$ cat src/rtl/cust_rom_reader.sv
// Burst read initiator for the cust_rom table ROM: issues credit-checked reads into a ROM_LAT pipeline and streams words out with valid/ready.
// First word is valid 1+ROM_LAT edges after start; m_ready low stalls issue via credits. Optional checksum: CUST_ROM_READER_SUM_EN.
module cust_rom_reader #(
  parameter int ADDR_WIDTH = 10,
  parameter int DATA_WIDTH = 32,
  parameter int ROM_LAT    = 3,
  parameter int FIFO_DEPTH = 4
) (
  input  logic                  clk0,
  input  logic                  rst0,
  input  logic                  start,
  input  logic [ADDR_WIDTH-1:0] start_addr,
  input  logic [ADDR_WIDTH:0]   len,
  output logic                  busy,
  output logic                  done,
  output logic                  rom_cs0,
  output logic [ADDR_WIDTH-1:0] rom_addr0,
  input  logic [DATA_WIDTH-1:0] rom_dout0,
  output logic                  m_valid,
  input  logic                  m_ready,
  output logic [DATA_WIDTH-1:0] m_data,
  output logic                  m_last,
  output logic [DATA_WIDTH-1:0] sum
);

  localparam int PW = $clog2(FIFO_DEPTH);

  typedef enum logic [1:0] {IDLE, ISSUE, DRAIN} state_t;

  state_t                state_q, state_d;
  logic [ADDR_WIDTH-1:0] addr_q, addr_d;
  logic [ADDR_WIDTH-1:0] hold_q, hold_d;
  logic [ADDR_WIDTH:0]   rem_q, rem_d;
  logic                  done_q, done_d;
  logic [ROM_LAT-1:0]    tag_vld_q, tag_vld_d;
  logic [ROM_LAT-1:0]    tag_last_q, tag_last_d;
  logic [DATA_WIDTH-1:0] mem_q [FIFO_DEPTH];
  logic [DATA_WIDTH-1:0] mem_d [FIFO_DEPTH];
  logic [FIFO_DEPTH-1:0] lst_q, lst_d;
  logic [PW:0]           wr_ptr_q, wr_ptr_d;
  logic [PW:0]           rd_ptr_q, rd_ptr_d;
  logic [PW:0]           fifo_count;
  logic [PW:0]           inflight;
  logic                  issue;
  logic                  credit_ok;
  logic                  fifo_wr;
  logic                  fifo_rd;
  logic                  fifo_full;

  assign fifo_count = wr_ptr_q - rd_ptr_q;
  assign fifo_full  = (fifo_count == (PW+1)'(FIFO_DEPTH));
  assign fifo_wr    = tag_vld_q[ROM_LAT-1];
  assign m_valid    = (fifo_count != '0);
  assign fifo_rd    = m_valid && m_ready;
  assign m_data     = mem_q[rd_ptr_q[PW-1:0]];
  assign m_last     = lst_q[rd_ptr_q[PW-1:0]];

  // Reads already in the ROM pipeline hold a FIFO slot, so the FIFO can never overflow.
  always_comb begin
    inflight = '0;
    for (int i = 0; i < ROM_LAT; i++) begin
      inflight = inflight + {{PW{1'b0}}, tag_vld_q[i]};
    end
  end

  assign credit_ok = ({1'b0, fifo_count} + {1'b0, inflight}) < (PW+2)'(FIFO_DEPTH);

  always_comb begin
    state_d = state_q;
    addr_d  = addr_q;
    hold_d  = hold_q;
    rem_d   = rem_q;
    done_d  = 1'b0;
    issue   = 1'b0;
    case (state_q)
      IDLE: begin
        if (start) begin
          if (len == '0) begin
            done_d = 1'b1;
          end else begin
            addr_d  = start_addr;
            rem_d   = len;
            state_d = ISSUE;
          end
        end
      end
      ISSUE: begin
        if ((rem_q != '0) && credit_ok) begin
          issue  = 1'b1;
          hold_d = addr_q;
          addr_d = addr_q + ADDR_WIDTH'(1);
          rem_d  = rem_q - (ADDR_WIDTH+1)'(1);
          if (rem_q == (ADDR_WIDTH+1)'(1)) begin
            state_d = DRAIN;
          end
        end
      end
      DRAIN: begin
        if (fifo_rd && m_last) begin
          done_d  = 1'b1;
          state_d = IDLE;
        end
      end
      default: state_d = IDLE;
    endcase
  end

  assign busy      = (state_q != IDLE);
  assign rom_cs0   = busy;
  assign done      = done_q;
  assign rom_addr0 = issue ? addr_q : hold_q;

  always_comb begin
    tag_vld_d     = '0;
    tag_last_d    = '0;
    tag_vld_d[0]  = issue;
    tag_last_d[0] = issue && (rem_q == (ADDR_WIDTH+1)'(1));
    for (int i = 1; i < ROM_LAT; i++) begin
      tag_vld_d[i]  = tag_vld_q[i-1];
      tag_last_d[i] = tag_last_q[i-1];
    end
  end

  always_comb begin
    mem_d    = mem_q;
    lst_d    = lst_q;
    wr_ptr_d = wr_ptr_q;
    rd_ptr_d = rd_ptr_q;
    if (fifo_wr) begin
      mem_d[wr_ptr_q[PW-1:0]] = rom_dout0;
      lst_d[wr_ptr_q[PW-1:0]] = tag_last_q[ROM_LAT-1];
      wr_ptr_d                = wr_ptr_q + (PW+1)'(1);
    end
    if (fifo_rd) begin
      rd_ptr_d = rd_ptr_q + (PW+1)'(1);
    end
  end

  always_ff @(posedge clk0 or posedge rst0) begin
    if (rst0) begin
      state_q    <= IDLE;
      addr_q     <= '0;
      hold_q     <= '0;
      rem_q      <= '0;
      done_q     <= 1'b0;
      tag_vld_q  <= '0;
      tag_last_q <= '0;
      lst_q      <= '0;
      wr_ptr_q   <= '0;
      rd_ptr_q   <= '0;
      for (int i = 0; i < FIFO_DEPTH; i++) begin
        mem_q[i] <= '0;
      end
    end else begin
      state_q    <= state_d;
      addr_q     <= addr_d;
      hold_q     <= hold_d;
      rem_q      <= rem_d;
      done_q     <= done_d;
      tag_vld_q  <= tag_vld_d;
      tag_last_q <= tag_last_d;
      lst_q      <= lst_d;
      wr_ptr_q   <= wr_ptr_d;
      rd_ptr_q   <= rd_ptr_d;
      mem_q      <= mem_d;
    end
  end

`ifdef CUST_ROM_READER_SUM_EN
  logic [DATA_WIDTH-1:0] sum_q, sum_d;

  always_comb begin
    sum_d = sum_q;
    if ((state_q == IDLE) && start) begin
      sum_d = '0;
    end else if (fifo_rd) begin
      sum_d = sum_q + m_data;
    end
  end

  always_ff @(posedge clk0 or posedge rst0) begin
    if (rst0) begin
      sum_q <= '0;
    end else begin
      sum_q <= sum_d;
    end
  end

  assign sum = sum_q;
`else
  assign sum = '0;
`endif

  a_no_fifo_overflow: assert property (@(posedge clk0) disable iff (rst0) !(fifo_wr && fifo_full));

endmodule

$ cat config.mk
export PLATFORM = sky130hd
export DESIGN_NAME = cust_rom_reader
export DESIGN_NICKNAME = d
export VERILOG_FILES = /design/src/rtl/cust_rom_reader.sv
export SDC_FILE = /design/constraint.sdc
export NUM_CORES = 1
export LEC_CHECK = 0
export CAP_MARGIN = 0
export CORE_ASPECT_RATIO = 0.8
export CORE_MARGIN = 5
export CORE_UTILIZATION = 30
export CTS_CLUSTER_DIAMETER = 80
export DETAILED_ROUTE_END_ITERATION = 16
export PLACE_DENSITY = 0.51
export SETUP_SLACK_MARGIN = 0.15
export SLEW_MARGIN = 0
export SYNTH_ARGS = -nofsm -noshare
export SYNTH_HDL_FRONTEND = slang
export SYNTH_SLANG_ARGS = --single-unit
$ cat constraint.sdc
create_clock -name clk0 -period 6.2 [get_ports clk0]
set_clock_uncertainty 0.1 [all_clocks]
set_input_delay 1.24 -clock clk0 [delete_from_list [all_inputs] [get_ports clk0]]
set_output_delay 1.24 -clock clk0 [all_outputs]
set_load 0.005 [all_outputs]
==> impl_metrics.toml, run 1 <==
[clocking]
cts_tree = "yes"
clk_latency_ns = 0.42
clk_pin_slew_ns = 0.07
cts_buffer_depth = 2
cts-root-buf = "clkbuf_16"
cts_buffers = 17
post-cts-setup-buffers = 0
clock_sinks = 178
cts_resized = 0
htree_num_levels = 4
cts_hold_buf = 0

[setup_path]
cp_data_arrival_time_ns = 3.48
cp_max_fo = 11
crit_chain = "inv_1, ha_1, inv_1, fa_1, ha_1, a31oi_1, and2_4, nand3_2, mux2_1, clkdlybuf4s50_1"
cp.required_ns = 4.86
cp-end-kind = "primary output"
cp-startpoint = "wr_ptr_q[0]$_DFFE_PP0P_"
max_stage_delay_ns = 0.46
crit_slowest_cell = "clkdlybuf4s50_1"
criticalPathCategory = "register to primary output"
rr_startpoint = "wr_ptr_q[0]$_DFFE_PP0P_"
startpoint_type = "register"

[logic_synthesis]
ys_seq_elements = 178
syn_inst = 616
synth_ff_type = "dfrtp_1"
synth_top_area_cell = "dfrtp_1"
avgSynthCellArea_um2 = 13.87
synth_area_um2 = 8543
synth.area.top_cells = "dfrtp_1, mux2_2, mux4_2, buf_4, ha_1"
yosysSeqAreaShare_pct = 52.14
synth_top_family_by_area = "multiplexers"
synth_fa_ha_area_share_pct = 2.080
synth.distinct_cells = 61
yosys.area_share.simple_pct = 6.019
synth_xor_area_share_pct = 0.6883
synth-compound-area-share_pct = 5.726
synthMuxAreaShare_pct = 27.78
synth-warning-count = 0
yosys.area.top_type_share_pct = 52.14
async_flop_share_pct = 100.0
synth_edf_count = 0

[timing]
setup_tns_ns = 0
grt_setup_unrepaired = "false"
hold_ws_ns = 0.2563
hold_violations = 0
worst_pin_slew_ns = 1.105
min_period_over_period_pct = 77.72
fmax_ghz = 0.2075
drv_slew = 0
final.min_clock_period_ns = 4.819
relSlewSlack_pct = 26.05
finalSetupViolCount = 0

[global_routing]
grt_max_degree = 179
grt_pass1_wl_mm = 32.86
grt_overflow_total = 0
grt_pass1_vias = 5852
antenna_found_initial = 0
grt_use_total_pct = 13.20

[placed_design]
gp_congestion = 0.7950
dp_hpwl_mm = 13.29
placed_area_um2 = 9789
port_buffers = 103

[layout]
post-route-util_pct = 36.70
final_nets = 775
drive_above_1_share_pct = 32.17
fillers = 2724
postLayoutCellArea_um2 = 10350
area_delta_synth_final_pct = 21.19
antenna_cells = 0

[floorplanning]
start_util_pct = 30.28
dieWidth_um = 198.7
die_height_um = 160.9
dieArea_um2 = 31970
num_rows = 55
coreArea_um2 = 28210
ios = 136

[route]
drc_errors = 0
num_vias = 5271
final_antenna_net_count = 0
routed_wl_mm = 20.65
drt_iter0_markers = 256
post_drt_wl_per_cell_um = 18.98
drtPass1Iterations = 4
viasPerCell = 4.845

[pwr]
vdd_drop_max_v = 0.0002969
powerDensity_nw_per_um2 = 600.1
p_leak_nw = 4.247
finalPower_mw = 6.213

[hold_path]
worstHoldStart = "tag_last_q[0]$_DFF_PP0_"
min_path_type = "register to register"

[outcome]
status = "complete, no violations"

[job]
cap_viol_max_count = 0
## flip-flops by register name (all words and copies together), names as in the netlist
name	flops
addr_q	10
rem_q	11
mem_q	128
lst_q	4
done	1
hold_q	10
state_q	2
wr_ptr_q	3
tag_last_q	3
tag_vld_q	3
rd_ptr_q	3
## path summary, 6_finish.rpt
path                                           end  slack (ns)  depth (start not counted)
hold reg to reg            tag_last_q[1]$_DFF_PP0_        0.26                          0
min in group asynchronous    mem_q[91]$_DFFE_PP0P_        1.36                          3
hold / removal             tag_last_q[1]$_DFF_PP0_        0.26                          0
max in group asynchronous    mem_q[37]$_DFFE_PP0P_        3.92                          3
setup reg to reg              rem_q[7]$_DFFE_PP0P_        3.25                         10
setup / recovery                      rom_addr0[1]        1.38                         10
## worst max-delay path: cells and delay by family, from the launching register on
| family | cells | cell delay (ns) |
|---|---|---|
| buffers and inverters | 3 | 0.63 |
| AOI/OAI and AO/OA | 1 | 0.16 |
| DFF | 1 | 0.41 |
| adders and majority gates | 3 | 0.95 |
| and+or+nand+nor | 2 | 0.48 |
| muxes | 1 | 0.42 |
## Yosys cell counts, types with 3 or more instances
| cell type | instances |
|---|---|
| nand3_1 | 10 |
| inv_1 | 13 |
| o31ai_1 | 5 |
| a22oi_1 | 3 |
| dfrtp_1 | 178 |
| clkbuf_1 | 14 |
| nand2_1 | 24 |
| mux4_2 | 33 |
| mux2_2 | 142 |
| buf_2 | 8 |
| a31oi_1 | 9 |
| nor2b_1 | 3 |
| a21oi_1 | 11 |
| nand4_1 | 6 |
| buf_4 | 34 |
| o22a_1 | 3 |
| nor2_1 | 20 |
| nor3_1 | 7 |
| xnor2_1 | 3 |
| nor3_2 | 4 |
| nor4_1 | 5 |
| o22ai_1 | 4 |
| o21ai_1 | 6 |
| and3_1 | 3 |
| buf_1 | 9 |
| o21ai_0 | 5 |
| ha_1 | 11 |
## through the flow
step / setup WS [ns] / instances
detailed placement: 1.781 / 1056
global placement: 1.878 / 1056
floorplan: 2.071 / 647
global route: 1.148 / 1088
finish: 1.381 / 1088
CTS: 1.288 / 1088
## kinds of logic after synthesis
group                      after synthesis
AOI/OAI and AO/OA                       66
DFF                                    178
and+or+nand+nor                         94
adders and majority gates               13
buffers and inverters                   81
muxes                                  178
other                                    1
xor gates and xnor gates                 5
## layer usage
metal  share of wire (%)  global-route usage, %
met2                  49                  21.75
met1                  44                  17.11
met5                   0                      0
met3                 5.5                  3.796
met4                 1.2                  3.511
## report_power, final
part,switching [mW],total (mW),internal [mW]
clock network,0.467,1.05,0.581
logic,1.31,3.08,1.77
registers,0.344,2.08,1.74
total,2.12,6.21,4.09
## cell type report
cell class	count	area [µm²]	share of cell area [%]
Clock buffer	22	464.2	4.483
Clock inverter	10	100.1	0.9668
Inverter	13	52.55	0.5076
Multi-Input combinational cell	388	3744	36.16
Sequential cell	178	4457	43.05
Tap cell	370	462.9	4.471
Timing Repair Buffer	107	1074	10.37
## cells in the final DEF (no fill, tap or decap), types with 5 or more instances in the layout
master,count
conb_1,32
a21oi_1,11
o31ai_1,5
o21ai_0,5
nand3_1,10
clkdlybuf4s50_1,103
mux2_2,142
o21ai_1,6
nand2_1,20
nor4_1,5
a31oi_1,9
clkbuf_16,17
dfrtp_1,176
mux4_2,33
nand4_1,6
nor2_1,20
nor3_1,7
inv_1,12
ha_1,11
Power figures use the tool's default switching activity.
==> run 2: changes to the inputs <==
--- a/config.mk
+++ b/config.mk
@@ -11,7 +11,7 @@
 export CORE_UTILIZATION = 30
 export CTS_CLUSTER_DIAMETER = 80
 export DETAILED_ROUTE_END_ITERATION = 16
-export PLACE_DENSITY = 0.51
+export PLACE_DENSITY = 0.49
 export SETUP_SLACK_MARGIN = 0.15
 export SLEW_MARGIN = 0
 export SYNTH_ARGS = -nofsm -noshare
==> constraint.sdc (replaced) <==
create_clock -name clk0 -period 4.6 [get_ports clk0]
set_clock_uncertainty 0.1 [all_clocks]
set_input_delay 0.92 -clock clk0 [delete_from_list [all_inputs] [get_ports clk0]]
set_output_delay 0.92 -clock clk0 [all_outputs]
set_load 0.005 [all_outputs]
==> impl_metrics.toml, run 2 (same netlist as run 1, synthesis figures left out) <==
[outcome]
status = "complete, no violations"

[timing]
drv_slew = 0
grt_setup_unrepaired = "false"
hold_violations = 0
finalSetupViolCount = 0
min_period_over_period_pct = 93.22
setup_tns_ns = 0
worst_pin_slew_ns = 1.112
final.setup.worst_slack_ns = 0.3120
final.min_clock_period_ns = 4.288
fmax_ghz = 0.2332
relSlewSlack_pct = 25.60

[global_routing]
antenna_found_initial = 1
grt_use_total_pct = 13.60
grt_pass1_vias = 5956
grt_pass1_wl_mm = 34.23
grt_max_degree = 80
grt_overflow_total = 0

[floorplanning]
coreArea_um2 = 28210
start_util_pct = 30.28
die_height_um = 160.9
ios = 136
num_rows = 55
dieWidth_um = 198.7
dieArea_um2 = 31970

[hold_path]
min_path_type = "register to register"
holdPathStages = 0
hold_end = "tag_last_q[2]$_DFF_PP0_"
worstHoldStart = "tag_last_q[1]$_DFF_PP0_"

[layout]
drive_above_1_share_pct = 33.20
post-route-util_pct = 37.00
multi_input_area_um2 = 3769
layout_common_cells = "dfrtp_1, mux2_2, clkdlybuf4s50_1, mux4_2, conb_1"
seqCellArea_um2 = 4457
area_delta_synth_final_pct = 22.19
fillers = 2686
antenna_cells = 0
reg.largest.list = "mem_q: 128 flops, rem_q: 11 flops"
largest_reg_flops = 128
regMostFlops = "mem_q"
postLayoutCellArea_um2 = 10440
final_common_cell = "dfrtp_1"
final_nets = 780

[clocking]
clk_latency_ns = 0.44
clk_pin_slew_ns = 0.07
cts_tree = "yes"
cts-root-buf = "clkbuf_16"
cts_hold_buf = 0
cts_buffers = 17
htree_num_levels = 4
cts_buffer_depth = 2
clock_sinks = 178

[setup_path]
criticalPathCategory = "register to primary output"
startpoint_type = "register"
cp_data_arrival_time_ns = 3.27
cp-end-kind = "primary output"
reg2reg_slack_ns = 1.53
ff2ff_path_depth = 11
cp_max_fo = 6
cp.required_ns = 3.58
rr_startpoint = "wr_ptr_q[0]$_DFFE_PP0P_"
rr_endpoint = "rem_q[7]$_DFFE_PP0P_"

[route]
routed_wl_mm = 21.27
viasPerCell = 4.886
final_antenna_net_count = 0
drt_iter0_markers = 270
num_vias = 5340
post_drt_wl_per_cell_um = 19.46
drc_errors = 0
drtPass1Iterations = 4

[pwr]
powerDensity_nw_per_um2 = 822.0
p_leak_nw = 4.285
finalPower_mw = 8.581
vdd_drop_max_v = 0.0003964

[job]
cap_viol_max_count = 0

[placed_design]
gp_congestion = 0.8099
dp_slack_ns = 0.4862
port_buffers = 103
dp_hpwl_mm = 13.76
placed_area_um2 = 9809
-- run 2: cell count changes in the layout (fill, tap and decap cells not counted), sizes merged --
cell	before	now
inv	16	21
clkinvlp	2	3
nand3	11	12
clkbuf	22	18
clkinv	4	2
buf	4	8
-- run 2: worst max-delay path by stage --
| stage | start | endpoint | slack [ns] | depth (start not counted) |
|---|---|---|---|---|
| 3_3_place_gp | wr_ptr_q[0]$_DFFE_PP0P_ | rom_addr0[1] | 0.59 | 10 |
| 4_1_cts | wr_ptr_q[0]$_DFFE_PP0P_ | rom_addr0[0] | 0.14 | 10 |
| 5_1_grt | wr_ptr_q[0]$_DFFE_PP0P_ | rom_addr0[2] | 0.16 | 10 |
| 2_1_floorplan | rd_ptr_q[1]$_DFFE_PP0P_ | rom_addr0[1] | 0.79 | 11 |
| 6_report | wr_ptr_q[0]$_DFFE_PP0P_ | rom_addr0[2] | 0.31 | 10 |
| 3_5_place_dp | wr_ptr_q[0]$_DFFE_PP0P_ | rom_addr0[1] | 0.49 | 10 |
-- run 2: final cells by class --
class | count | share of cell area, %
flip-flops and latches | 178 | 42.69
multi-input cells | 389 | 36.10
repair buffers | 111 | 10.69
well taps | 370 | 4.435
clock buffers | 18 | 4.207
clock inverters | 14 | 1.366
inverters | 13 | 0.5034
-- run 2: timing repair --
| action | CTS | global route |
|---|---|---|
| setup endpoints to repair | 10 | 10 |
| gates resized for setup | 1 | 2 |
| cloned | 1 | 0 |
| pin swaps | 0 | 1 |
| buffers inserted | 0 | 3 |
-- run 2: stage by stage --
stage	instances	hold WS [ns]
final	1093	0.2491
after global routing	1093	0.2664
after CTS	1090	0.2528
after detailed placement	1057	0.2356
after global placement	1057	0.2340
after floorplan	647	0.2312
-- run 2: report_power, final --
part | switching, mW | leakage (nW) | internal [mW]
Combinational | 1.87 | 1.91 | 2.46
Clock | 0.673 | 0.283 | 0.780
Sequential | 0.461 | 2.10 | 2.34
Total | 3.00 | 4.28 | 5.58
-- run 2: layer usage --
layer  GRT usage (%)  wire length [µm]  up-vias
met3           4.195              1176       14
met1           17.88              9441     2821
met4           2.983               138        2
met5               0                13        -
li1                -                 -     2392
met2           22.21             10490      111
-- run 2: worst max-delay path, cell delays in order (launching register included) --
cell and delay, ns:
dfrtp_1 0.39, inv_1 0.11, ha_1 0.16, inv_1 0.05, fa_1 0.47, ha_1 0.31, a31oi_1 0.17, and2_4 0.23
nand3_4 0.15, mux2_2 0.29, clkdlybuf4s50_1 0.51
==> run 3: changes to the inputs <==
--- a/config.mk
+++ b/config.mk
@@ -5,7 +5,6 @@
 export SDC_FILE = /design/constraint.sdc
 export NUM_CORES = 1
 export LEC_CHECK = 0
-export CAP_MARGIN = 0
 export CORE_ASPECT_RATIO = 0.8
 export CORE_MARGIN = 5
 export CORE_UTILIZATION = 30
==> results of run 3 <==
The final DEF is identical to that of run 2; final timing and power are the same.
